===== src/rtl/dmem_arb_pkg.sv =====
// Shared types, default widths and the idle-cycle priority rule for the
// data-memory arbiter.
package dmem_arb_pkg;

  localparam int DMEM_ADDR_W = 16;
  localparam int DMEM_DATA_W = 16;

  localparam logic [3:0] WAIT_CNT_MAX = 4'd15;

  typedef enum logic [1:0] {
    ARB_IDLE = 2'd0,
    ARB_CPU  = 2'd1,
    ARB_AUX  = 2'd2
  } arb_state_t;

  typedef enum logic [1:0] {
    SEL_NONE = 2'd0,
    SEL_CPU  = 2'd1,
    SEL_AUX  = 2'd2
  } arb_sel_t;

  // Lock is absolute; otherwise CPU wins a conflict unless aux is overdue.
  function automatic arb_sel_t arb_pick(
    input logic cpu_req,
    input logic aux_req,
    input logic aux_lock,
    input logic aux_due
  );
    arb_sel_t sel;
    sel = SEL_NONE;
    if (aux_lock) begin
      if (aux_req) begin
        sel = SEL_AUX;
      end else begin
        sel = SEL_NONE;
      end
    end else if (cpu_req && aux_req) begin
      if (aux_due) begin
        sel = SEL_AUX;
      end else begin
        sel = SEL_CPU;
      end
    end else if (cpu_req) begin
      sel = SEL_CPU;
    end else if (aux_req) begin
      sel = SEL_AUX;
    end else begin
      sel = SEL_NONE;
    end
    return sel;
  endfunction

endpackage


===== src/rtl/dmem_arbiter_starve_cnt.sv =====
// Saturating 4-bit count of arbitrations lost by aux, compared against a
// fixed limit so the arbiter's priority decision stays purely combinational.
module arb_starve_cnt
  import dmem_arb_pkg::*;
#(
  parameter int LIMIT = 4
) (
  input  logic clk,
  input  logic rst,
  input  logic inc,
  input  logic clr,
  output logic ge_limit
);

  localparam logic [3:0] LIMIT_C = 4'(LIMIT);

  logic [3:0] cnt_r;

  // Lost-arbitration counter; clear has priority over increment.
  always_ff @(posedge clk) begin
    if (rst) begin
      cnt_r <= 4'd0;
    end else if (clr) begin
      cnt_r <= 4'd0;
    end else if (inc && (cnt_r != WAIT_CNT_MAX)) begin
      cnt_r <= cnt_r + 4'd1;
    end else begin
      cnt_r <= cnt_r;
    end
  end

  assign ge_limit = (cnt_r >= LIMIT_C);

endmodule


===== src/rtl/dmem_arbiter.sv =====
// Shares the single-port synchronous data memory between the CPU and an
// auxiliary master: grant in an idle cycle, ack plus read data one cycle later.
module dmem_arbiter
  import dmem_arb_pkg::*;
#(
  parameter int ADDR_W       = DMEM_ADDR_W,
  parameter int DATA_W       = DMEM_DATA_W,
  parameter int AUX_MAX_WAIT = 4
) (
  input  logic              clk,
  input  logic              rst,
  input  logic              cpu_req,
  input  logic              cpu_we,
  input  logic [ADDR_W-1:0] cpu_addr,
  input  logic [DATA_W-1:0] cpu_wdata,
  output logic              cpu_ack,
  output logic [DATA_W-1:0] cpu_rdata,
  input  logic              aux_req,
  input  logic              aux_we,
  input  logic [ADDR_W-1:0] aux_addr,
  input  logic [DATA_W-1:0] aux_wdata,
  output logic              aux_ack,
  output logic [DATA_W-1:0] aux_rdata,
  input  logic              aux_lock,
  output logic              mem_en,
  output logic              mem_we,
  output logic [ADDR_W-1:0] mem_addr,
  output logic [DATA_W-1:0] mem_wdata,
  input  logic [DATA_W-1:0] mem_rdata
);

  arb_state_t state_r;
  arb_state_t state_next_s;
  arb_sel_t   sel_s;
  logic       aux_due_s;
  logic       wait_inc_s;
  logic       wait_clr_s;

  arb_starve_cnt #(
    .LIMIT (AUX_MAX_WAIT)
  ) u_starve_cnt (
    .clk      (clk),
    .rst      (rst),
    .inc      (wait_inc_s),
    .clr      (wait_clr_s),
    .ge_limit (aux_due_s)
  );

  // Grant selection: only an idle cycle outside reset may issue a grant.
  always_comb begin
    sel_s = SEL_NONE;
    if (rst) begin
      sel_s = SEL_NONE;
    end else if (state_r == ARB_IDLE) begin
      sel_s = arb_pick(cpu_req, aux_req, aux_lock, aux_due_s);
    end else begin
      sel_s = SEL_NONE;
    end
  end

  // A CPU grant implies no lock, so a present aux request has just lost.
  assign wait_inc_s = (sel_s == SEL_CPU) && aux_req;
  assign wait_clr_s = (sel_s == SEL_AUX);

  // Next state follows the grant; ack cycles always fall back to idle.
  always_comb begin
    state_next_s = ARB_IDLE;
    case (sel_s)
      SEL_CPU: state_next_s = ARB_CPU;
      SEL_AUX: state_next_s = ARB_AUX;
      default: state_next_s = ARB_IDLE;
    endcase
  end

  // State register.
  always_ff @(posedge clk) begin
    if (rst) begin
      state_r <= ARB_IDLE;
    end else begin
      state_r <= state_next_s;
    end
  end

  // Memory command mux; everything is zero when nothing is granted.
  always_comb begin
    mem_en    = 1'b0;
    mem_we    = 1'b0;
    mem_addr  = {ADDR_W{1'b0}};
    mem_wdata = {DATA_W{1'b0}};
    case (sel_s)
      SEL_CPU: begin
        mem_en    = 1'b1;
        mem_we    = cpu_we;
        mem_addr  = cpu_addr;
        mem_wdata = cpu_wdata;
      end
      SEL_AUX: begin
        mem_en    = 1'b1;
        mem_we    = aux_we;
        mem_addr  = aux_addr;
        mem_wdata = aux_wdata;
      end
      default: begin
        mem_en    = 1'b0;
        mem_we    = 1'b0;
        mem_addr  = {ADDR_W{1'b0}};
        mem_wdata = {DATA_W{1'b0}};
      end
    endcase
  end

  // Ack/rdata fan-out; reset in an ack cycle drops the pending ack.
  always_comb begin
    cpu_ack   = 1'b0;
    aux_ack   = 1'b0;
    cpu_rdata = {DATA_W{1'b0}};
    aux_rdata = {DATA_W{1'b0}};
    if (rst) begin
      cpu_ack = 1'b0;
      aux_ack = 1'b0;
    end else begin
      case (state_r)
        ARB_CPU: begin
          cpu_ack   = 1'b1;
          cpu_rdata = mem_rdata;
        end
        ARB_AUX: begin
          aux_ack   = 1'b1;
          aux_rdata = mem_rdata;
        end
        default: begin
          cpu_ack = 1'b0;
          aux_ack = 1'b0;
        end
      endcase
    end
  end

endmodule


===== config.mk =====
export PLATFORM = sky130hd
export DESIGN_NAME = dmem_arbiter
export DESIGN_NICKNAME = d
export VERILOG_FILES = /design/src/rtl/dmem_arb_pkg.sv /design/src/rtl/dmem_arbiter_starve_cnt.sv /design/src/rtl/dmem_arbiter.sv
export SDC_FILE = /design/constraint.sdc
export NUM_CORES = 1
export LEC_CHECK = 0
export CAP_MARGIN = 20
export CORE_MARGIN = 2
export CORE_UTILIZATION = 26
export DETAILED_ROUTE_END_ITERATION = 16
export PLACE_DENSITY = 0.95
export SKIP_CTS_REPAIR_TIMING = 1
export SYNTH_ARGS = -nofsm -noshare
export SYNTH_HDL_FRONTEND = slang
export SYNTH_HIERARCHICAL = 1
export SYNTH_SLANG_ARGS = --single-unit

===== constraint.sdc =====
create_clock -name clk -period 4.3 [get_ports clk]
set_input_delay 0.645 -clock clk [delete_from_list [all_inputs] [get_ports clk]]
set_output_delay 0.645 -clock clk [all_outputs]
set_load 0.1 [all_outputs]

Word-level counts from Yosys, hierarchy flattened
Cells that the tools add are included.
{"block": "classes", "add_sub_neg": 1, "order_cmp": 1, "eq_ne": 5, "muxes": 20, "reduce_logical": 6}
{"cell": "$mux W16", "n": 4}
{"cell": "$pmux W16 S2", "n": 2}
{"cell": "$mux W2", "n": 7}
{"cell": "$mux W1", "n": 5}
{"cell": "$add A4 B1 Y4 const B", "n": 1}
{"cell": "$eq A2 B1 Y1 const B", "n": 2}
{"cell": "$eq A2 B2 Y1 const B", "n": 2}
{"cell": "$ge A4 B3 Y1 const B", "n": 1}
{"cell": "$ne A4 B4 Y1 const B", "n": 1}
{"cell": "$pmux W2 S2", "n": 1}
{"cell": "$reduce_or A2 Y1", "n": 2}
{"cell": "$logic_and A1 B1 Y1", "n": 3}
{"cell": "$logic_not A2 Y1", "n": 1}
{"cell": "$pmux W1 S2", "n": 1}
{"block": "totals", "reg_bits": 6, "in_bits": 87, "output_inout_bits": 68, "word_cells": 35}

Logic depth before layout (Yosys ltp)
Gate-level depths: netlist of run 1.
{"block": "depth", "depth_word": 9, "depth_mapped": 10, "mapped_depth_nobuf": 8}

Cells and area by module
The synthesis of run 1 kept the hierarchy.
{"module": "dmem_arbiter", "n_inst": 1, "cells_each": 131, "area_each_um2": 849.6, "seq_area_each_um2": 40.0}
{"module": "arb_starve_cnt", "n_inst": 1, "cells_each": 22, "area_each_um2": 203.9, "seq_area_each_um2": 80.1}

Least setup slack after synthesis of run 1
OpenSTA, ideal clock, no wires.
{"block": "synth_timing", "path_kind": "input -> output", "startpoint": "input aux_lock", "endpoint": "output mem_addr[10]", "arrival_time_ns": 3.086, "t_required_ns": 3.655, "setup_slack_ns": 0.569, "path_stages": 7, "n_path_buf": 2, "path_cell_list": "or3b_2 > nand3_1 > ha_1 > clkbuf_1 > buf_2 > a22oi_1 > nor2_1"}
{"block": "synth_between", "elab_chain_len": 5, "word_cells_on_any_way": 6, "cone_classes": "2 x eq/ne; 4 x mux"}
{"element": "from (decl)", "line_no": "dmem_arbiter.sv:24", "rtl": "input logic aux_lock,"}
{"element": "$mux W2 *", "line_no": "dmem_arb_pkg.sv:31", "rtl": "if (aux_lock) begin"}
{"element": "$mux W2 *", "line_no": "dmem_arbiter.sv:54", "rtl": "end else if (state_r == ARB_IDLE) begin"}
{"element": "$mux W2 *", "line_no": "dmem_arbiter.sv:52", "rtl": "if (rst) begin"}
{"element": "$eq A2 B2 Y1 / $eq A2 B1 Y1 (equally long branches)", "line_no": "dmem_arbiter.sv:90", "rtl": "case (sel_s)"}
{"element": "$pmux W16 S2 *", "line_no": "dmem_arbiter.sv:90"}
{"element": "to (decl)", "line_no": "dmem_arbiter.sv:27", "rtl": "output logic [ADDR_W-1:0] mem_addr,"}
Mark *: on every way between the ends. The rest lies on a longest branch, timed or not.

Worst setup path in the final report of run 1
{"block": "layout_timing", "startpoint": "input rst", "endpoint": "output mem_wdata[8]"}
{"block": "layout_between", "elab_chain_len": 3, "word_cells_on_any_way": 4, "cone_classes": "2 x eq/ne; 2 x mux"}
{"element": "from (decl)", "line_no": "dmem_arbiter.sv:11", "rtl": "input logic rst,"}
{"element": "$mux W2 *", "line_no": "dmem_arbiter.sv:52"}
{"element": "$eq A2 B2 Y1 / $eq A2 B1 Y1 (equally long branches)", "line_no": "dmem_arbiter.sv:90"}
{"element": "$pmux W16 S2 *", "line_no": "dmem_arbiter.sv:90"}
{"element": "to (decl)", "line_no": "dmem_arbiter.sv:28", "rtl": "output logic [DATA_W-1:0] mem_wdata,"}
Marks and branches as above.

==> results.md, run 1 <==
* Status: completed
* Drt initial violations at 36
* I/O Buffers at between 150 and 200
* Max FO, Critical Path at 34
* Metal-1 WL at 1600 µm
* Wirelength per Cell at around 14 µm
* Met2 wirelength from detailed routing at roughly 2600 µm
* Min Tclk post-route at a little under 4 ns
* Cell count after synthesis at around 150
* Antenna violations before repair at 0
* CTS tree: done
* Top Metal Used: met4
* Layout cells sized above 1 at 31.1%
* Clk_lat worst skew at 0.22 ns
* Peak VDD IR at 77.6 µV
* Pleak at 1.19 nW
* Net count, final at 392
* Die area at 4580 µm²
* # rows at 23
* Yosys Warn Count at 6
* Crit start category: primary input
* Setup_tns at 0 ns
* Number of routed nets with antenna violations at 0
* I/O Pins at 155
* Synthesized area per cell at between 6 and 7 µm²
* Final WL at ~4800 µm
* Root Buffer: clkbuf_8
* Highest-delay cell along the critical path: ha_1
* RD Place Congestion at 0.713
* R2R Setup Slk at ~2 ns
* Core area at 3940 µm²
* Worst Tran Pin Value at 0.999 ns
* Fin Clk Skew at 0.000290 ns
* Slew HR at between 30% and 40%
* Synthesized area at 1050 µm²
* RSZ-0062 raised after global routing: no
* Worst min-delay path class: reg -> reg
* Max Clk Rate at 258 MHz
* Placed insts at 346
* First-pass GRT wire length at just over 7000 µm
* Routed via count at 1,693
* Via density at 4.85
* Die W at 67.7 µm
* Worst slack, placed at 0.417 ns
* Power Density at 142 nW/µm²
* Max cap viols at 0
* Fin. max-slew vios at 0
* Total GRT Usage at 19.6%
* Final period util at 90.1%
* Sequential area share after synthesis at 11.4%
* Worst path max stage delay at between 0.9 and 1 ns
* Crit path cell chain: clkdlybuf4s50_1 > nor3_1 > nand3_1 > ha_1 > nor2_1 > buf_12
* Max clock buf depth at 2
* Cell area after layout at 2890 µm²
* DP HPWL at 4110 µm
* Critical path class: in -> out
* Clk slew on worst S/H paths at 0.04 ns
* Post-synthesis register bit count at 6
* Met3 wire len at around 570 µm
* # setup viols final at 0
* CTS buffer count at 3
* Worst Path Arrival at 3.23 ns
* Syn Nets at 244
* Number of global-route vias before repair at 1,576
* Largest net degree at the start of global routing at 35
* Worst Slack Setup Final at 0.427 ns
* Placed instance area at 2850 µm²
* CTS Sinks at 6
* Area growth syn-to-layout at 174%
* Critical Path RT at roughly 3.7 ns
* Worst setup EP type: primary output
* Netlist cell types at 26
* Final hold vios at 0
* DRT Pass-1 Iters at 4
* Residual DRC at 0
* Antenna Diode Count at 0
* H-tree levels at 1
* Die Y at 67.7 µm
* Overflow after GRT at 0
* Finished Layout Cells at 349
* Initial Util at 26.7%
## stage by stage
stage | hold WS [ns] | power, mW | utilization (%)
global placement | 0.467 | 0.324 | 72.2
finish | 0.485 | 0.411 | 73.2
detailed placement | 0.480 | 0.329 | 72.2
CTS | 0.481 | 0.414 | 73.2
global route | 0.507 | 0.431 | 73.2
floorplan | 0.455 | 0.196 | -
## routing by layer
| metal | global-route usage (%) | vias to the layer above |
|---|---|---|
| met5 | 0 | - |
| met2 | 37.3 | 104 |
| met3 | 3.67 | 6 |
| met1 | 22.2 | 749 |
| li1 | - | 834 |
| met4 | 4.59 | 0 |
## synthesized netlist by cell type, drive strengths merged
master / instances / area (µm²)
nor2: 35 / 131
a22oi: 33 / 248
and2: 33 / 224
buf: 9 / 57.6
dfxtp: 6 / 120
clkbuf: 5 / 18.8
nand2: 5 / 18.8
ha: 4 / 50.1
and3: 3 / 18.8
nor2b: 3 / 18.8
mux2i: 2 / 20.0
nand3: 2 / 10.0
nor3b: 2 / 37.5
a21oi: 1 / 5.00
inv: 1 / 3.75
nand2b: 1 / 13.8
nand4: 1 / 6.26
nand4b: 1 / 8.76
nor3: 1 / 5.00
o211ai: 1 / 7.51
o41ai: 1 / 8.76
or2: 1 / 6.26
or3: 1 / 6.26
or3b: 1 / 8.76
## cell families after synthesis
family | share of synthesized area (%)
AOI/OAI and AO/OA | 25.5
adders and majority gates | 4.75
buffers and inverters | 7.60
DFF | 11.4
muxes | 1.90
and+or+nand+nor | 48.8
## layout make-up
type / instances / area, µm²
well taps: 50 / 62.6
clock buffers: 3 / 41.3
multi-input cells: 132 / 853
fillers: 276 / 1050
repair buffers: 157 / 1810
flip-flops and latches: 6 / 120
inverters: 1 / 3.75
## state kept, by name, summed over array words and instances (netlist names)
name                count
u_starve_cnt/cnt_r      4
state_r                 2
## worst paths after layout
kind | start | to | cells past startpoint
max | rst | mem_wdata[8] | 6
min | u_starve_cnt/cnt_r[1]$_SDFFE_PP0P_ | u_starve_cnt/cnt_r[1]$_SDFFE_PP0P_ | 2
max reg2reg | u_starve_cnt/cnt_r[3]$_SDFFE_PP0P_ | u_starve_cnt/cnt_r[3]$_SDFFE_PP0P_ | 8
min reg2reg | u_starve_cnt/cnt_r[1]$_SDFFE_PP0P_ | u_starve_cnt/cnt_r[1]$_SDFFE_PP0P_ | 2
## layout by cell type, fill, tap and decap left out, types with 4 or more instances in the layout
cell type        instances
clkdlybuf4s50_1         86
buf_4                   38
nor2_1                  35
a22oi_1                 33
buf_12                  33
and2_1                  19
and2_2                  14
dfxtp_1                  6
nand2_1                  5
ha_1                     4
## critical path, delay by kind of cell
kind / cells / cell delay (ns)
adder cells (fa/ha/maj): 1 / 0.97
AND/OR/NAND/NOR: 3 / 0.77
buffers and inverters: 2 / 0.83
## report_power, final
group | switching (mW) | internal, mW | total, mW | leakage [nW]
registers | 0.00109 | 0.0569 | 0.0580 | 0.0485
logic | 0.147 | 0.122 | 0.269 | 1.12
clock network | 0.0232 | 0.0601 | 0.0832 | 0.0216
Power figures use the tool's default switching activity.
==> run 2: changes to the inputs <==
Settings changed: PLACE_DENSITY 0.95 to 0.88.
==> results.md, run 2 (synthesis results as in run 1) <==
* CTS buffer count at 3 (unchanged)
* Root Buffer: clkbuf_8
* Commonest cells after routing, fill and taps aside: 86 x clkdlybuf4s50_1, 37 x buf_4, 35 x nor2_1
* Die area at 4580 µm² (unchanged)
* Worst min-delay path class: reg -> reg
* CTS tree: done
* Antenna Diode Count at 0 (unchanged)
* Clk slew on worst S/H paths at 0.03 ns (about the same)
* DP HPWL at 4010 µm (-2.3%)
* Clock network power share at 20.0% (-0.3 points)
* Peak VDD IR at 70.9 µV (-8.6%)
* Cell area after layout at 2880 µm² (-0.26%)
* CTS Sinks at 6 (unchanged)
* Reg2Reg Depth at 9 (+1)
* Slew HR at 33.5% (+0.079 points)
* R2R Setup Slk at 1.75 ns (-0.26 ns)
* Die W at 67.7 µm (unchanged)
* Worst Hold Path EP: u_starve_cnt/cnt_r[1]$_SDFFE_PP0P_
* RD Place Congestion at 0.732 (+2.7%)
* Placed instance area at 2840 µm² (-0.26%)
* Layout cells sized above 1 at 30.9% (-0.23 points)
* Most common cell after layout, fill and taps aside: clkdlybuf4s50_1
* Initial Util at 26.7% (unchanged)
* Die Y at 67.7 µm (unchanged)
* Worst Tran Pin Value at 0.998 ns (-0.00118 ns)
* Sw power at 0.169 mW (-1.6%)
* Drt initial violations at 53 (+47%)
* Total power at 0.407 mW (-0.86%)
* Number of flip-flops in the largest register at 4 (unchanged)
* Overflow after GRT at 0 (unchanged)
* Worst slack, placed at 0.413 ns (-0.00438 ns)
* Residual DRC at 0 (unchanged)
* Worst Path Arrival at 3.20 ns (-0.03 ns)
* Antenna violations before repair at 0 (unchanged)
* Total GRT Usage at 19.6% (+0.041 points)
* I/O Pins at 155 (unchanged)
* First-pass GRT wire length at 6910 µm (-1.9%)
* Hold Path Stages at 2 (unchanged)
* Status: completed
* Worst Slack Setup Final at 0.455 ns (+0.0277 ns)
* Internal at 0.238 mW (-0.33%)
* Pleak at 1.18 nW (-0.44%)
* Setup_tns at 0 ns (unchanged)
* # setup viols final at 0 (unchanged)
* Fin Clk Skew at 0.000174 ns (-0.000116 ns)
* HP Start: u_starve_cnt/cnt_r[1]$_SDFFE_PP0P_
* Power Density at 141 nW/µm² (-0.61%)
* Worst setup EP type: primary output
* # rows at 23 (unchanged)
* DRT Pass-1 Iters at 4 (unchanged)
* Core area at 3940 µm² (unchanged)
* RSZ-0062 raised after global routing: no
* Min Tclk post-route at 3.85 ns (-0.0277 ns)
* Clk_lat worst skew at 0.22 ns (about the same)
* Hold_ws at 0.479 ns (-0.00507 ns)
* I/O Buffers at 154 (unchanged)
* Sw Share at 41.5% (-0.31 points)
* Net count, final at 391 (-0.26%)
* Worst r2r src: u_starve_cnt/cnt_r[3]$_SDFFE_PP0P_
* Regs by FF count: u_starve_cnt/cnt_r x4, state_r x2
* End of the worst register-to-register path: u_starve_cnt/cnt_r[3]$_SDFFE_PP0P_
* Final period util at 89.4% (-0.64 points)
* Largest net degree at the start of global routing at 35 (unchanged)
* Area growth syn-to-layout at 173%
* Routed via count at 1,695 (+0.12%)
* Wirelength per Cell at 13.5 µm (-1.5%)
* Max clock buf depth at 2 (unchanged)
* H-tree levels at 1 (unchanged)
* Max cap viols at 0 (unchanged)
* Crit start category: primary input
* Number of global-route vias before repair at 1,612 (+2.3%)
* Via density at 4.87 (+0.41%)
* Max Clk Rate at 260 MHz (+0.72%)
* Sequential Power Share at 14.2% (about the same)
* Number of routed nets with antenna violations at 0 (unchanged)
* Final WL at 4700 µm (-1.7%)
* Max FO, Critical Path at 34 (unchanged)
* Critical path class: in -> out
* Final hold vios at 0 (unchanged)
* Fin. max-slew vios at 0 (unchanged)
* Critical Path RT at 3.65 ns (about the same)
* Top reg by flops: u_starve_cnt/cnt_r
* Power share of the combinational group at 65.7% (about the same)
==> run 2: changes by cell type in the layout (fill, tap and decap cells not counted) <==
| cell | delta |
|---|---|
| buf_4 | -1 |
==> run 2: layer usage <==
layer / vias up / routed length, µm / track usage (%)
met3: 6 / 681 / 5.83
met1: 753 / 1410 / 17.5
li1: 832 / - / -
met4: 0 / 66 / 6.12
met5: - / 0 / 0
met2: 104 / 2550 / 40.8
==> run 2: power by group through the flow <==
stage	registers (mW)	clock network, mW	logic, mW
after floorplan	0.0586	0	0.138
after global placement	0.0587	0	0.265
after detailed placement	0.0588	0	0.269
after CTS	0.0579	0.0842	0.269
after global routing	0.0580	0.0857	0.282
final	0.0579	0.0815	0.268
==> run 2: layout make-up <==
cell class | count | area (µm²)
multi-input combinational | 132 | 853
clock buffer | 3 | 41.3
sequential | 6 | 120
fill | 289 | 1060
timing repair buffer | 156 | 1800
inverter | 1 | 3.75
tap | 50 | 62.6
==> run 2: stage by stage <==
| step | std cells | utilization [%] |
|---|---|---|
| 2_1_floorplan | 153 | - |
| 3_3_place_gp | 345 | 72.0 |
| 3_5_place_dp | 345 | 72.0 |
| 4_1_cts | 348 | 73.1 |
| 5_1_grt | 348 | 73.1 |
| 6_report | 348 | 73.1 |
==> run 2: worst max path at each step <==
stage	from	end
after global routing	rst	mem_wdata[4]
after detailed placement	rst	mem_addr[11]
final	rst	mem_addr[11]
after global placement	rst	mem_addr[5]
after floorplan	aux_lock	mem_addr[10]
after CTS	rst	mem_addr[11]
==> run 2: worst max-delay path, stage by stage <==
cell and delay, ns:
clkdlybuf4s50_1 0.59, nor3_1 0.37, nand3_1 0.16, ha_1 0.97, nor2_1 0.22, buf_12 0.24
==> run 3: changes to the inputs <==
Settings changed: CORE_UTILIZATION 26 to 24, PLACE_DENSITY 0.88 to 0.83.
Clock period 4.3 ns to 3.62 ns, I/O delays scaled along.
==> results.md, run 3 (synthesis results as in run 1) <==
* Status: completed
* Wirelength per Cell at 13.1 µm (-3.0%)
* Worst r2r src: u_starve_cnt/cnt_r[3]$_SDFFE_PP0P_
* Min Tclk post-route at 3.16 ns
* Critical Path RT at 3.08 ns (-0.57 ns)
* # fillers at 336 (+16%)
* # rows at 24 (+4.3%)
* Commonest cells after routing, fill and taps aside: 86 x clkdlybuf4s50_1, 38 x buf_4, 35 x nor2_1
* Power share of the combinational group at 65.6% (about the same)
* Crit path cell chain: clkdlybuf4s50_1 > or3b_2 > nand3_1 > ha_1 > buf_4 > a22oi_1 > nor2_1 > buf_12
* Pleak at 1.20 nW (+1.1%)
* Die W at 70.3 µm (+3.8%)
* Finished Layout Cells at 352 (+1.1%)
* Worst setup EP type: primary output
* Clk slew on worst S/H paths at 0.04 ns (about the same)
* Regs by FF count: u_starve_cnt/cnt_r x4, state_r x2
* Crit start category: primary input
* Net count, final at 393 (+0.51%)
* Peak VDD IR at 105 µV (+48%)
* Die area at 4940 µm² (+7.8%)
* Fin Clk Skew at 0.00253 ns (+0.00236 ns)
* Overflow after GRT at 0 (unchanged)
* RD Place Congestion at 0.763 (+4.2%)
* Antenna violations before repair at 0 (unchanged)
* Sw Share at 41.8% (+0.32 points)
* Drt initial violations at 48 (-9.4%)
* Routed via count at 1,678 (-1.0%)
* Final hold vios at 0 (unchanged)
* First-pass GRT wire length at 7510 µm (+8.6%)
* I/O Pins at 155 (unchanged)
* Critical Path Stages at 8 (+2)
* Via density at 4.77 (-2.1%)
* Highest-delay cell along the critical path: clkdlybuf4s50_1
* Hold Path Stages at 2 (unchanged)
* Worst Tran Pin Value at 0.468 ns (-0.529 ns)
* Worst Path Arrival at 2.61 ns (-0.59 ns)
* Area occupied by multi-input gates at 853 µm² (unchanged)
* Sw power at 0.206 mW (+22%)
* Worst min-delay path class: reg -> reg
* DRT Pass-1 Iters at 4 (unchanged)
* Most common cell after layout, fill and taps aside: clkdlybuf4s50_1
* Root Buffer: clkbuf_8
* CTS Sinks at 6 (unchanged)
* Residual DRC at 0 (unchanged)
* Fin. max-slew vios at 0 (unchanged)
* Max Clk Rate at 317 MHz
* Core area at 4290 µm² (+8.9%)
* Reg2Reg Depth at 9 (unchanged)
* Largest net degree at the start of global routing at 38 (+8.6%)
* CTS tree: done
* Final WL at 4610 µm (-1.9%)
* DP HPWL at 3940 µm (-1.7%)
* Buffer and inverter count on the worst path at 3 (+1)
* Sequential Power Share at 13.9% (-0.3 points)
* Placed insts at 349 (+1.2%)
* Top delay family on crit path: buffers and inverters
* Max cap viols at 0 (unchanged)
* Area growth syn-to-layout at 176%
* I/O Buffers at 154 (unchanged)
* Final period util at 87.2%
* Max FO, Critical Path at 34 (unchanged)
* HP Start: u_starve_cnt/cnt_r[1]$_SDFFE_PP0P_
* Clock network power share at 20.5% (+0.5 points)
* Slew HR at 68.7% (+35 points)
* RSZ-0062 raised after global routing: no
* Setup_tns at 0 ns (unchanged)
* Max clock buf depth at 2 (unchanged)
* Number of routed nets with antenna violations at 0 (unchanged)
* Die Y at 70.3 µm (+3.8%)
* H-tree levels at 1 (unchanged)
* Critical path class: in -> out
* Clk_lat worst skew at 0.22 ns (about the same)
* CTS buffer count at 3 (unchanged)
* Layout cells sized above 1 at 31.3% (+0.46 points)
* Worst Hold Path EP: u_starve_cnt/cnt_r[1]$_SDFFE_PP0P_
* Top reg by flops: u_starve_cnt/cnt_r
* Total GRT Usage at 18.6% (-1.1 points)
* Number of global-route vias before repair at 1,674 (+3.8%)
* Internal at 0.287 mW (+21%)
* Antenna Diode Count at 0 (unchanged)
* Number of flip-flops in the largest register at 4 (unchanged)
* Initial Util at 24.5% (-2.2 points)
* R2R Setup Slk at 1.10 ns (-0.65 ns)
* End of the worst register-to-register path: u_starve_cnt/cnt_r[3]$_SDFFE_PP0P_
* Power Density at 170 nW/µm² (+20%)
* Worst path max stage delay at 0.46 ns (-0.51 ns)
* # setup viols final at 0 (unchanged)
* Sequential standard cell area at 120 µm² (unchanged)
==> run 3: cell types whose count changed in the layout (fill, tap and decap cells not counted) <==
cell and delta:
buf_12 +1, buf_4 +1
==> run 3: how the worst max path moves through the flow <==
stage	from	endpoint
after global routing	cpu_req	mem_wdata[4]
after detailed placement	cpu_req	mem_wdata[10]
after floorplan	u_starve_cnt/cnt_r[3]$_SDFFE_PP0P_	mem_addr[10]
final	cpu_req	mem_wdata[10]
after global placement	cpu_req	mem_addr[2]
after CTS	cpu_req	mem_wdata[10]
==> run 3: stage by stage <==
stage	util [%]	instance area, µm²	hold slack (ns)	setup WS (ns)	power [mW]
after detailed placement	66.8	2870	0.484	0.444	0.395
after floorplan	-	1050	0.455	0.0486	0.233
after global routing	67.8	2910	0.519	0.329	0.521
after global placement	66.8	2870	0.468	0.491	0.391
after CTS	67.8	2910	0.490	0.446	0.497
final	67.8	2910	0.485	0.464	0.494
==> run 3: power by group through the flow <==
stage	registers (mW)	clock network (mW)	logic [mW]
after floorplan	0.0696	0	0.163
after global placement	0.0697	0	0.322
after detailed placement	0.0698	0	0.325
after CTS	0.0688	0.103	0.325
after global routing	0.0688	0.111	0.341
final	0.0687	0.101	0.324
==> run 3: cell type report <==
class                   instances  area share (%)
clock buffers                   3            1.42
inverters                       1           0.129
well taps                      52            2.24
flip-flops and latches          6            4.13
repair buffers                158            62.8
multi-input cells             132            29.3
==> run 3: layer usage <==
layer	wire (µm)	GRT usage [%]	vias to the layer above
met5	0	0	-
met4	80	4.70	0
met3	579	6.64	9
met2	2440	35.5	109
met1	1510	18.8	727
li1	-	-	833
==> run 3: worst register-to-register path, delay by kind of cell, from the launching register on <==
family,cells,cell delay (ns)
AO/OA/AOI/OAI,2,0.28
adder cells (fa/ha/maj),1,0.15
buffers and inverters,1,0.32
flip-flops,1,0.32
AND/OR/NAND/NOR,5,1.33
